## config.mk

```make
export PLATFORM = sky130hd
export DESIGN_NAME = decrypt_stream
export DESIGN_NICKNAME = d
export VERILOG_FILES = /design/src/rtl/cipher_pkg.sv /design/src/rtl/cipher_code_to_letter.sv /design/src/rtl/decrypt_stream.sv
export SDC_FILE = /design/constraint.sdc
export NUM_CORES = 1
export LEC_CHECK = 0
export BUFFER_PORTS_ARGS = -buffer_cell sky130_fd_sc_hd__buf_2
export CAP_MARGIN = 20
export CELL_PAD_IN_SITES_DETAIL_PLACEMENT = 2
export CELL_PAD_IN_SITES_GLOBAL_PLACEMENT = 2
export CORE_MARGIN = 3
export CORE_UTILIZATION = 37
export DETAILED_ROUTE_END_ITERATION = 10
export PLACE_DENSITY = 0.9
export SYNTH_ARGS = -nofsm -noshare
export SYNTH_HDL_FRONTEND = slang
export SYNTH_HIERARCHICAL = 1
export SYNTH_SLANG_ARGS = --single-unit
```

## constraint.sdc

```tcl
create_clock -name i_w_clk -period 3.7 [get_ports i_w_clk]
set_input_delay 0.925 -clock i_w_clk [delete_from_list [all_inputs] [get_ports i_w_clk]]
set_output_delay 0.925 -clock i_w_clk [all_outputs]
set_load 0.03 [all_outputs]
```

## src/rtl/cipher_pkg.sv

```systemverilog
`default_nettype none
// ============================================================================
// Module      : cipher_pkg
// Description : Shared definitions for the cipher blocks. Holds the 5x5
//               letter/code grid (keyword DANIEL, J omitted), the decrypt
//               FSM state type and the letter-to-code helper function.
//               Grid, codes are row*10 + column:
//                 row 1: D A N I E    row 2: L B C F G    row 3: H K M O P
//                 row 4: Q R S T U    row 5: V W X Y Z
// Revision    : 1.0 - initial release
// ============================================================================
package cipher_pkg;

  localparam int         CODE_ROWS      = 5;
  localparam int         CODE_COLS      = 5;
  localparam logic [7:0] INVALID_LETTER = 8'h3F;

  typedef enum logic [1:0] {
    ST_IDLE  = 2'd0,
    ST_LOAD  = 2'd1,
    ST_RUN   = 2'd2,
    ST_FLUSH = 2'd3
  } state_e;

  // Letter to row/column code; any character off the grid gives code 0
  function automatic logic [7:0] letter_to_code(input logic [7:0] letter);
    logic [7:0] code;
    case (letter)
      "D": code = 8'd11;  "A": code = 8'd12;  "N": code = 8'd13;
      "I": code = 8'd14;  "E": code = 8'd15;
      "L": code = 8'd21;  "B": code = 8'd22;  "C": code = 8'd23;
      "F": code = 8'd24;  "G": code = 8'd25;
      "H": code = 8'd31;  "K": code = 8'd32;  "M": code = 8'd33;
      "O": code = 8'd34;  "P": code = 8'd35;
      "Q": code = 8'd41;  "R": code = 8'd42;  "S": code = 8'd43;
      "T": code = 8'd44;  "U": code = 8'd45;
      "V": code = 8'd51;  "W": code = 8'd52;  "X": code = 8'd53;
      "Y": code = 8'd54;  "Z": code = 8'd55;
      default: code = 8'd0;
    endcase
    return code;
  endfunction

endpackage
`default_nettype wire

```

## src/rtl/cipher_code_to_letter.sv

```systemverilog
`default_nettype none
// ============================================================================
// Module      : cipher_code_to_letter
// Description : Combinational lookup from a row/column code back to its
//               uppercase ASCII letter. Codes off the 5x5 grid give '?'.
// Revision    : 1.0 - initial release
// ============================================================================
module cipher_code_to_letter
  import cipher_pkg::*;
(
  input  logic [7:0] code_i,
  output logic [7:0] letter_o
);

  // Grid lookup; default covers every code outside rows/columns 1-5
  always_comb begin
    letter_o = INVALID_LETTER;
    case (code_i)
      8'd11: letter_o = "D";  8'd12: letter_o = "A";  8'd13: letter_o = "N";
      8'd14: letter_o = "I";  8'd15: letter_o = "E";
      8'd21: letter_o = "L";  8'd22: letter_o = "B";  8'd23: letter_o = "C";
      8'd24: letter_o = "F";  8'd25: letter_o = "G";
      8'd31: letter_o = "H";  8'd32: letter_o = "K";  8'd33: letter_o = "M";
      8'd34: letter_o = "O";  8'd35: letter_o = "P";
      8'd41: letter_o = "Q";  8'd42: letter_o = "R";  8'd43: letter_o = "S";
      8'd44: letter_o = "T";  8'd45: letter_o = "U";
      8'd51: letter_o = "V";  8'd52: letter_o = "W";  8'd53: letter_o = "X";
      8'd54: letter_o = "Y";  8'd55: letter_o = "Z";
      default: letter_o = INVALID_LETTER;
    endcase
  end

endmodule
`default_nettype wire

```

## src/rtl/decrypt_stream.sv

```systemverilog
`default_nettype none
// ============================================================================
// Module      : decrypt_stream
// Description : Streaming decryptor. On start the ASCII secret is latched and
//               converted, one character per cycle, into key codes. Each
//               accepted cipher byte has the cycling key code subtracted and
//               the result mapped back to a letter, registered one cycle
//               after acceptance, with valid/ready flow control on both
//               sides.
//               Optional build macro DECRYPT_STRICT_EN: range-check every
//               code (borrow or off-grid gives '?' and sets sticky o_r_error).
//               Without it o_r_error is constant 0.
// Revision    : 1.0 - initial release
// ============================================================================
module decrypt_stream
  import cipher_pkg::*;
#(
  parameter int p_message_length = 27,
  parameter int p_secret_length  = 6
) (
  input  logic                         i_w_clk,
  input  logic                         i_w_rst_n,
  input  logic                         i_w_start,
  input  logic [p_secret_length*8-1:0] i_w_secret,
  input  logic [7:0]                   i_w_cipher_byte,
  input  logic                         i_w_cipher_valid,
  output logic                         o_w_cipher_ready,
  output logic [7:0]                   o_r_text,
  output logic                         o_r_text_valid,
  input  logic                         i_w_text_ready,
  output logic                         o_r_busy,
  output logic                         o_r_done,
  output logic                         o_r_error
);

  localparam int SW = p_secret_length * 8;
  localparam int KW = (p_secret_length > 1) ? $clog2(p_secret_length) : 1;
  localparam int CW = (p_message_length > 1) ? $clog2(p_message_length) : 1;
  localparam logic [KW-1:0] c_key_last  = KW'(p_secret_length - 1);
  localparam logic [CW-1:0] c_byte_last = CW'(p_message_length - 1);

  state_e          state_q, state_d;
  logic [SW-1:0]   secret_q;
  logic [7:0]      key_q [p_secret_length];
  logic [KW-1:0]   load_cnt_q;
  logic [KW-1:0]   key_idx_q;
  logic [CW-1:0]   byte_cnt_q;
  logic [7:0]      text_q;
  logic            text_valid_q;
  logic            done_q;
  logic            error_q;

  logic            w_start;
  logic            w_accept;
  logic            w_consume;
  logic [7:0]      w_key;
  logic [7:0]      w_diff;
  logic [7:0]      w_lut_letter;
  logic [7:0]      w_letter;
  logic            w_bad;

  assign w_start          = (state_q == ST_IDLE) && i_w_start;
  assign o_w_cipher_ready = (state_q == ST_RUN) && (!text_valid_q || i_w_text_ready);
  assign w_accept         = i_w_cipher_valid && o_w_cipher_ready;
  assign w_consume        = text_valid_q && i_w_text_ready;

  assign w_key  = key_q[key_idx_q];
  assign w_diff = i_w_cipher_byte - w_key;

  cipher_code_to_letter u_lut (
    .code_i   (w_diff),
    .letter_o (w_lut_letter)
  );

`ifdef DECRYPT_STRICT_EN
  logic w_borrow;
  assign w_borrow = (i_w_cipher_byte < w_key);
  assign w_bad    = w_borrow || (w_lut_letter == INVALID_LETTER);
  assign w_letter = w_bad ? INVALID_LETTER : w_lut_letter;
`else
  assign w_bad    = 1'b0;
  assign w_letter = w_lut_letter;
`endif

  // State register
  always_ff @(posedge i_w_clk or negedge i_w_rst_n) begin
    if (!i_w_rst_n) state_q <= ST_IDLE;
    else            state_q <= state_d;
  end

  // Next-state logic: load keys, stream the message, drain the last letter
  always_comb begin
    state_d = state_q;
    case (state_q)
      ST_IDLE:  if (i_w_start) state_d = ST_LOAD;
      ST_LOAD:  if (load_cnt_q == c_key_last) state_d = ST_RUN;
      ST_RUN:   if (w_accept && (byte_cnt_q == c_byte_last)) state_d = ST_FLUSH;
      ST_FLUSH: if (w_consume) state_d = ST_IDLE;
      default:  state_d = ST_IDLE;
    endcase
  end

  // Secret latch and per-cycle conversion of its characters into key codes
  always_ff @(posedge i_w_clk or negedge i_w_rst_n) begin
    if (!i_w_rst_n) begin
      secret_q   <= '0;
      load_cnt_q <= '0;
      for (int i = 0; i < p_secret_length; i++) key_q[i] <= 8'd0;
    end else if (w_start) begin
      secret_q   <= i_w_secret;
      load_cnt_q <= '0;
    end else if (state_q == ST_LOAD) begin
      key_q[load_cnt_q] <= letter_to_code(secret_q[SW-1 -: 8]);
      secret_q          <= secret_q << 8;
      load_cnt_q        <= load_cnt_q + 1'b1;
    end
  end

  // Byte counter and key index, both advancing on each accepted byte
  always_ff @(posedge i_w_clk or negedge i_w_rst_n) begin
    if (!i_w_rst_n) begin
      byte_cnt_q <= '0;
      key_idx_q  <= '0;
    end else if (w_start) begin
      byte_cnt_q <= '0;
      key_idx_q  <= '0;
    end else if (w_accept) begin
      byte_cnt_q <= byte_cnt_q + 1'b1;
      key_idx_q  <= (key_idx_q == c_key_last) ? '0 : key_idx_q + 1'b1;
    end
  end

  // Output letter register; a new letter takes priority over consumption
  always_ff @(posedge i_w_clk or negedge i_w_rst_n) begin
    if (!i_w_rst_n) begin
      text_q       <= 8'h00;
      text_valid_q <= 1'b0;
    end else if (w_accept) begin
      text_q       <= w_letter;
      text_valid_q <= 1'b1;
    end else if (w_consume) begin
      text_valid_q <= 1'b0;
    end
  end

  // Done pulse on the final drain and sticky error flag cleared by start
  always_ff @(posedge i_w_clk or negedge i_w_rst_n) begin
    if (!i_w_rst_n) begin
      done_q  <= 1'b0;
      error_q <= 1'b0;
    end else begin
      done_q <= (state_q == ST_FLUSH) && w_consume;
      if (w_start)               error_q <= 1'b0;
      else if (w_accept && w_bad) error_q <= 1'b1;
    end
  end

  assign o_r_text       = text_q;
  assign o_r_text_valid = text_valid_q;
  assign o_r_busy       = (state_q != ST_IDLE);
  assign o_r_done       = done_q;
  assign o_r_error      = error_q;

endmodule
`default_nettype wire

```

* Word level (Yosys, flattened, before mapping) *
Memory sizes are Yosys's and may differ from the RTL's.
Cells that the tools add are included.

storage, ports and cells
  register bits = 119
  memory bits (read-only) = 448
  input port bits = 61
  output and inout bits = 13
  logic and storage cells = 103
  memories kept = 1

operators by class
  add/subtract/negate cells = 4
  $lt $le $gt $ge = 3
  equality and inequality tests = 35
  multiplexer cells = 26
  bitwise logic cells = 3
  reduce and logical (&&, ||, !) cells = 17

memory list
  memory           words  bits a word  rd ports  clocked after memory_dff  write ports  RTL line                     text
  (no name shown)  64     7            1         0                         0            cipher_code_to_letter.sv:18  case (code_i)

operator list
  kind                                                         number
  equality test 8 x 7 -> 1 bit (second input constant)         25
  one-hot mux 6 bit (25 select lines)                          1
  two-way mux 48 bit                                           2
  bitwise mux 48 bit                                           1
  two-way mux 8 bit                                            6
  binary-select mux 8 bit (select 3 bit)                       1
  demux 8 bit (select 3 bit)                                   1
  two-way mux 3 bit                                            5
  two-way mux 5 bit                                            2
  greater-or-equal comparator 4 bit (second input constant)    2
  two-way mux 2 bit                                            4
  NOT 3 -> 4 bit                                               2
  one-hot mux 2 bit (4 select lines)                           1
  nonzero test 2 bit                                           4
  subtractor 8 bit                                             1
  logical AND 1 bit                                            7
  adder 3 x 1 -> 3 bit (second input constant)                 2
  equality test 3 bit (second input constant)                  2
  != test 2 bit (second input constant)                        3
  adder 5 x 1 -> 5 bit (second input constant)                 1
  equality test 5 bit (second input constant)                  1
  equality test 2 bit (second input constant)                  2
  logical NOT 2 bit                                            2
  less-than comparator 4 x 1 -> 1 bit (second input constant)  1
  other kinds (8)                                              9

* Longest topological paths before layout *
  depth after elaboration = 7
  depth in mapped cells = 18

* Modules after synthesis *
Netlist, hierarchy kept.

by module, submodules not included
  module                 instances  cells an instance  area each (sq um)  seq. area each (sq um)
  decrypt_stream         1          560                5437.7             2677.6
  cipher_code_to_letter  1          75                 511.7              0.0

* Worst setup path after synthesis *
OpenSTA, ideal clock, no wires.

  path kind = register -> register
  from = register key_idx_q[0]
  to = register text_q[6], in the netlist o_r_text[6]
  setup time = 117 ps
  arrival time = 3189 ps
  data required time = 3583 ps
  setup slack = 394 ps
  cell stages (with the launch flop) = 17
  path buffers = 3
  cell sequence = dfrtp_1 > buf_2 > buf_6 > mux4_2 > a22oi_1 > ha_1 > nor2b_1 > o211ai_1 > nand3b_1 > a21oi_1 > xnor2_1 > clkbuf_1 > o31ai_1 > a22o_1 > a21boi_1 > nand2_1 > nand2_1

between the ends
  longest elaborated chain between the ends = 7
  elaborated cells on any way between the ends = 8
  classes of those cells = add/sub (1); mux (4); bitwise (1); reduce/logical (1); memory (1)

RTL lines
  element                                                RTL line                     text
  from (decl)                                            decrypt_stream.sv:46         logic [KW-1:0] key_idx_q;
  from (signal assigned)                                 decrypt_stream.sv:129        key_idx_q <= (key_idx_q == c_key_last) ? '0 : key_idx_q + 1'b1;
  NOT 3 -> 4 bit (implied by the code)                   decrypt_stream.sv:67         assign w_key = key_q[key_idx_q];
  binary-select mux 8 bit (select 3 bit)                 decrypt_stream.sv:67
  two-way mux 8 bit (implied by the code) (2 in series)  decrypt_stream.sv:67
  subtractor 8 bit                                       decrypt_stream.sv:68         assign w_diff = i_w_cipher_byte - w_key;
  net w_diff[5]                                          decrypt_stream.sv:57         logic [7:0] w_diff;
  memory read (64 x 7 bit)                               -
  two-way mux 8 bit                                      cipher_code_to_letter.sv:18
  net w_letter[6]                                        decrypt_stream.sv:59         logic [7:0] w_letter;
  to (signal assigned)                                   decrypt_stream.sv:139        text_q <= w_letter;
  to (decl)                                              decrypt_stream.sv:48         logic [7:0] text_q;

The timed path passes the listed nets, and every way through them passes these cells. The select of a mux whose other input is x is not followed.
A chain may end at the register's enable or synchronous reset.

* Final worst setup path *
  from = register key_idx_q[0]
  to = register text_q[6], in the netlist o_r_text[6]

between the ends
  longest elaborated chain between the ends = 7
  elaborated cells on any way between the ends = 8
  classes of those cells = add/sub (1); mux (4); bitwise (1); reduce/logical (1); memory (1)

RTL lines
  element                                                RTL line
  NOT 3 -> 4 bit (implied by the code)                   decrypt_stream.sv:67
  binary-select mux 8 bit (select 3 bit)                 decrypt_stream.sv:67
  two-way mux 8 bit (implied by the code) (2 in series)  decrypt_stream.sv:67
  subtractor 8 bit                                       decrypt_stream.sv:68
  net w_diff[6]                                          decrypt_stream.sv:57
  logical NOT 2 bit                                      cipher_code_to_letter.sv:18
  two-way mux 8 bit                                      cipher_code_to_letter.sv:18
  net w_letter[6]                                        decrypt_stream.sv:59

The timed path passes the listed nets, and every way through them passes these cells. The select of a mux whose other input is x is not followed.

==> flow_metrics.env <==
export IMPL_outcome="completed"
export IMPL_synth_cell_types=62
export IMPL_ios=74
export IMPL_fp_dieW_um=132.8
export IMPL_remaining_drc_errors=0
export IMPL_fmax_mhz=287.6
export IMPL_synthCells=635
export IMPL_antenna_found_initial=0
export IMPL_yosys_top_cells_area="dfrtp_1, nand2_1, mux2i_1, o21ai_0, ha_1"
export IMPL_root_buffer="clkbuf_16"
export IMPL_fp_dieH_um=132.8
export IMPL_netlist_area_mm2=0.005949
export IMPL_die_area_mm2=0.01764
export IMPL_r2r_start="key_idx_q[0]"
export IMPL_hold_class="flop to flop"
export IMPL_placed_cell_area_mm2=0.006462
export IMPL_grt_pass1_vias=5585
export IMPL_clk_path_buf_depth=2
export IMPL_synthesis_area_per_instance_um2=9.369
export IMPL_finalCritPeriodShare_pct=93.99
export IMPL_viasPerCell=5.437
export IMPL_whs_path_depth=2
export IMPL_drv_slew=0
export IMPL_endpoint_kind="flop"
export IMPL_cts_setup_buffers=0
export IMPL_vdd_drop_max_v=0.0003537
export IMPL_drt_total_wl_um=18130
export IMPL_power_density_mw_per_mm2=925.7
export IMPL_r2r_end="o_r_text[6]"
export IMPL_clkTransAtPathRegs_ns=0.08
export IMPL_syn_num_nets=718
export IMPL_hold_slack_ns=0.4789
export IMPL_drive_above_1_share_pct=18.09
export IMPL_yosysTopAreaCellShare_pct=45.01
export IMPL_regToRegSetupSlack_ns=0.22
export IMPL_drv_cap=0
export IMPL_fin_area_mm2=0.006794
export IMPL_diodes=0
export IMPL_cts_sinks=107
export IMPL_tightest_slew_ns=0.9490
export IMPL_min_delay_start="o_r_text[7]"
export IMPL_min_to="o_r_text[7]"
export IMPL_gp_routability_congestion=0.8294
export IMPL_drt_iter0_drc=200
export IMPL_grt_pass1_wl_um=29750
export IMPL_grt_use_total_pct=20.93
export IMPL_initial_core_util_pct=38.42
export IMPL_fill_cells=1660
export IMPL_clk_latency_ns=0.36
export IMPL_ys_async_sr_fraction_pct=100.0
export IMPL_yosys_area_top_type="dfrtp_1"
export IMPL_grt_max_degree=108
export IMPL_crit_path_max_fanout=13
export IMPL_fin_nets=770
export IMPL_areaGrowthSynthToFinish_pct=14.20
export IMPL_synth_edf_count=0
export IMPL_post_dp_hpwl_um=12380
export IMPL_ant_nets=0
export IMPL_critPathKind="flop to flop"
export IMPL_htree_levels=3
export IMPL_static_leakage_power_nw=3.009
export IMPL_synth_seq_cells=107
export IMPL_slew_headroom_pct=36.73
export IMPL_layout_common_cells="nand2_1, dfrtp_1, o21ai_0"
export IMPL_fp_coreArea_mm2=0.01548
export IMPL_drt_first_pass_iters=4
export IMPL_portBuffers=72
export IMPL_cp_data_required_time_ns=3.96
export IMPL_min_period_ns=3.478
export IMPL_yosys_warnings=6
export IMPL_wl_per_cell_um=20.10
export IMPL_final_common_cell="nand2_1"
export IMPL_reg2reg_depth=15
export IMPL_cp_arrival_ns=3.74
export IMPL_grt_overflow_total=0
export IMPL_cts_buffers=9
export IMPL_hold_violations=0
export IMPL_rows=45
export IMPL_finalSetupTns_ns=0
export IMPL_ys_seq_area_share_pct=45.01
export IMPL_setup_viol_count_final=0
export IMPL_finalClockSkew_ns=0.01410
export IMPL_vias=4904
export IMPL_cts_tree="yes"
export IMPL_ys_flop_type="dfrtp_1"
export IMPL_startpoint_type="flop"
## area by class of cell
cell class | instances | area [µm²] | share of cell area, %
clock inverter | 5 | 67.56 | 0.9945
clock buffer | 10 | 239.0 | 3.517
timing repair buffer | 84 | 469.2 | 6.906
multi-input combinational | 470 | 3019 | 44.44
sequential | 107 | 2679 | 39.43
tap | 211 | 264.0 | 3.886
inverter | 15 | 56.30 | 0.8287
## cells by family after synthesis
group,after synthesis,synth area share (%)
compound gates,149,14.87
xor+xnor,13,1.914
fa+ha+maj,22,4.753
buf+inv,58,4.753
flops,107,45.01
mux,60,11.50
other cells,2,0.1262
simple gates,224,17.08
## cells in the mapped netlist (all sizes together) (3+ instances only)
library cell	number
o21ai	97
mux2	7
a22oi	5
dfrtp	107
buf	27
nand2b	16
nand3	10
and2	3
o311ai	4
nor3	3
xor2	8
nor2	26
nor2b	8
nand4	3
mux2i	47
o31ai	4
o221ai	3
nand4b	4
xnor2	5
a211o	3
a21oi	13
clkbuf	16
or3	4
ha	21
nand2	134
mux4	6
inv	15
## worst max path at each step
stage,endpoint,start,cells after the start,slack (ns)
after global routing,o_r_text[6],key_idx_q[0],15,-0.01
after detailed placement,o_r_text[6],key_idx_q[0],14,0.13
final,o_r_text[6],key_idx_q[0],15,0.22
after floorplan,o_r_text[6],key_idx_q[0],16,0.39
after CTS,o_r_text[6],key_idx_q[0],14,0.10
after global placement,o_r_text[6],key_idx_q[0],13,0.39
## what timing repair did
action,CTS,global route
setup endpoints to repair,0,5
hold buffers,0,0
endpoints found under the hold margin,0,0
gates resized for setup,0,6
## per-layer routing
layer,global-route usage (%),vias to the layer above,routed length (µm)
met2,39.93,82,9861
met1,24.41,2511,7586
met4,4.503,0,223
met5,0,-,0
met3,3.574,18,455
li1,-,2293,-
## state kept, by name (all words and copies together) (netlist names)
name and flops:
load_cnt_q 3, state_q 2, o_r_text_valid 1, o_r_text 8
secret_q 48, key_idx_q 3, o_r_done 1, byte_cnt_q 5
key_q 36
## report_power, final
part	internal, W	total, W	switching (W)
clock	0.000553	0.00103	0.000477
combinational	0.00125	0.00314	0.00190
sequential	0.00165	0.00212	0.000464
## worst max-delay path: stages, from the launching register on
cell      delay (ns)
dfrtp_1         0.44
buf_6           0.22
mux4_2          0.52
a22oi_1         0.29
ha_1            0.32
nand2_1         0.12
nand3b_1        0.14
a21o_1          0.21
a21oi_1         0.18
xor2_1          0.22
nor2_2          0.08
and2_1          0.14
a22o_1          0.23
a21boi_1        0.15
nand2_1         0.07
nand2_1         0.05
## metrics by stage
step | util [%] | std cells | worst slack (ns) | total power (W)
CTS | 43.72 | 902 | 0.1027 | 0.006321
global placement | 41.74 | 887 | 0.3895 | 0.004867
detailed placement | 41.74 | 887 | 0.1324 | 0.005196
floorplan | - | 635 | 0.3941 | 0.004291
finish | 43.88 | 902 | 0.2224 | 0.006289
global route | 43.88 | 902 | -0.01081 | 0.006783
(Power assumes the default switching activity.)
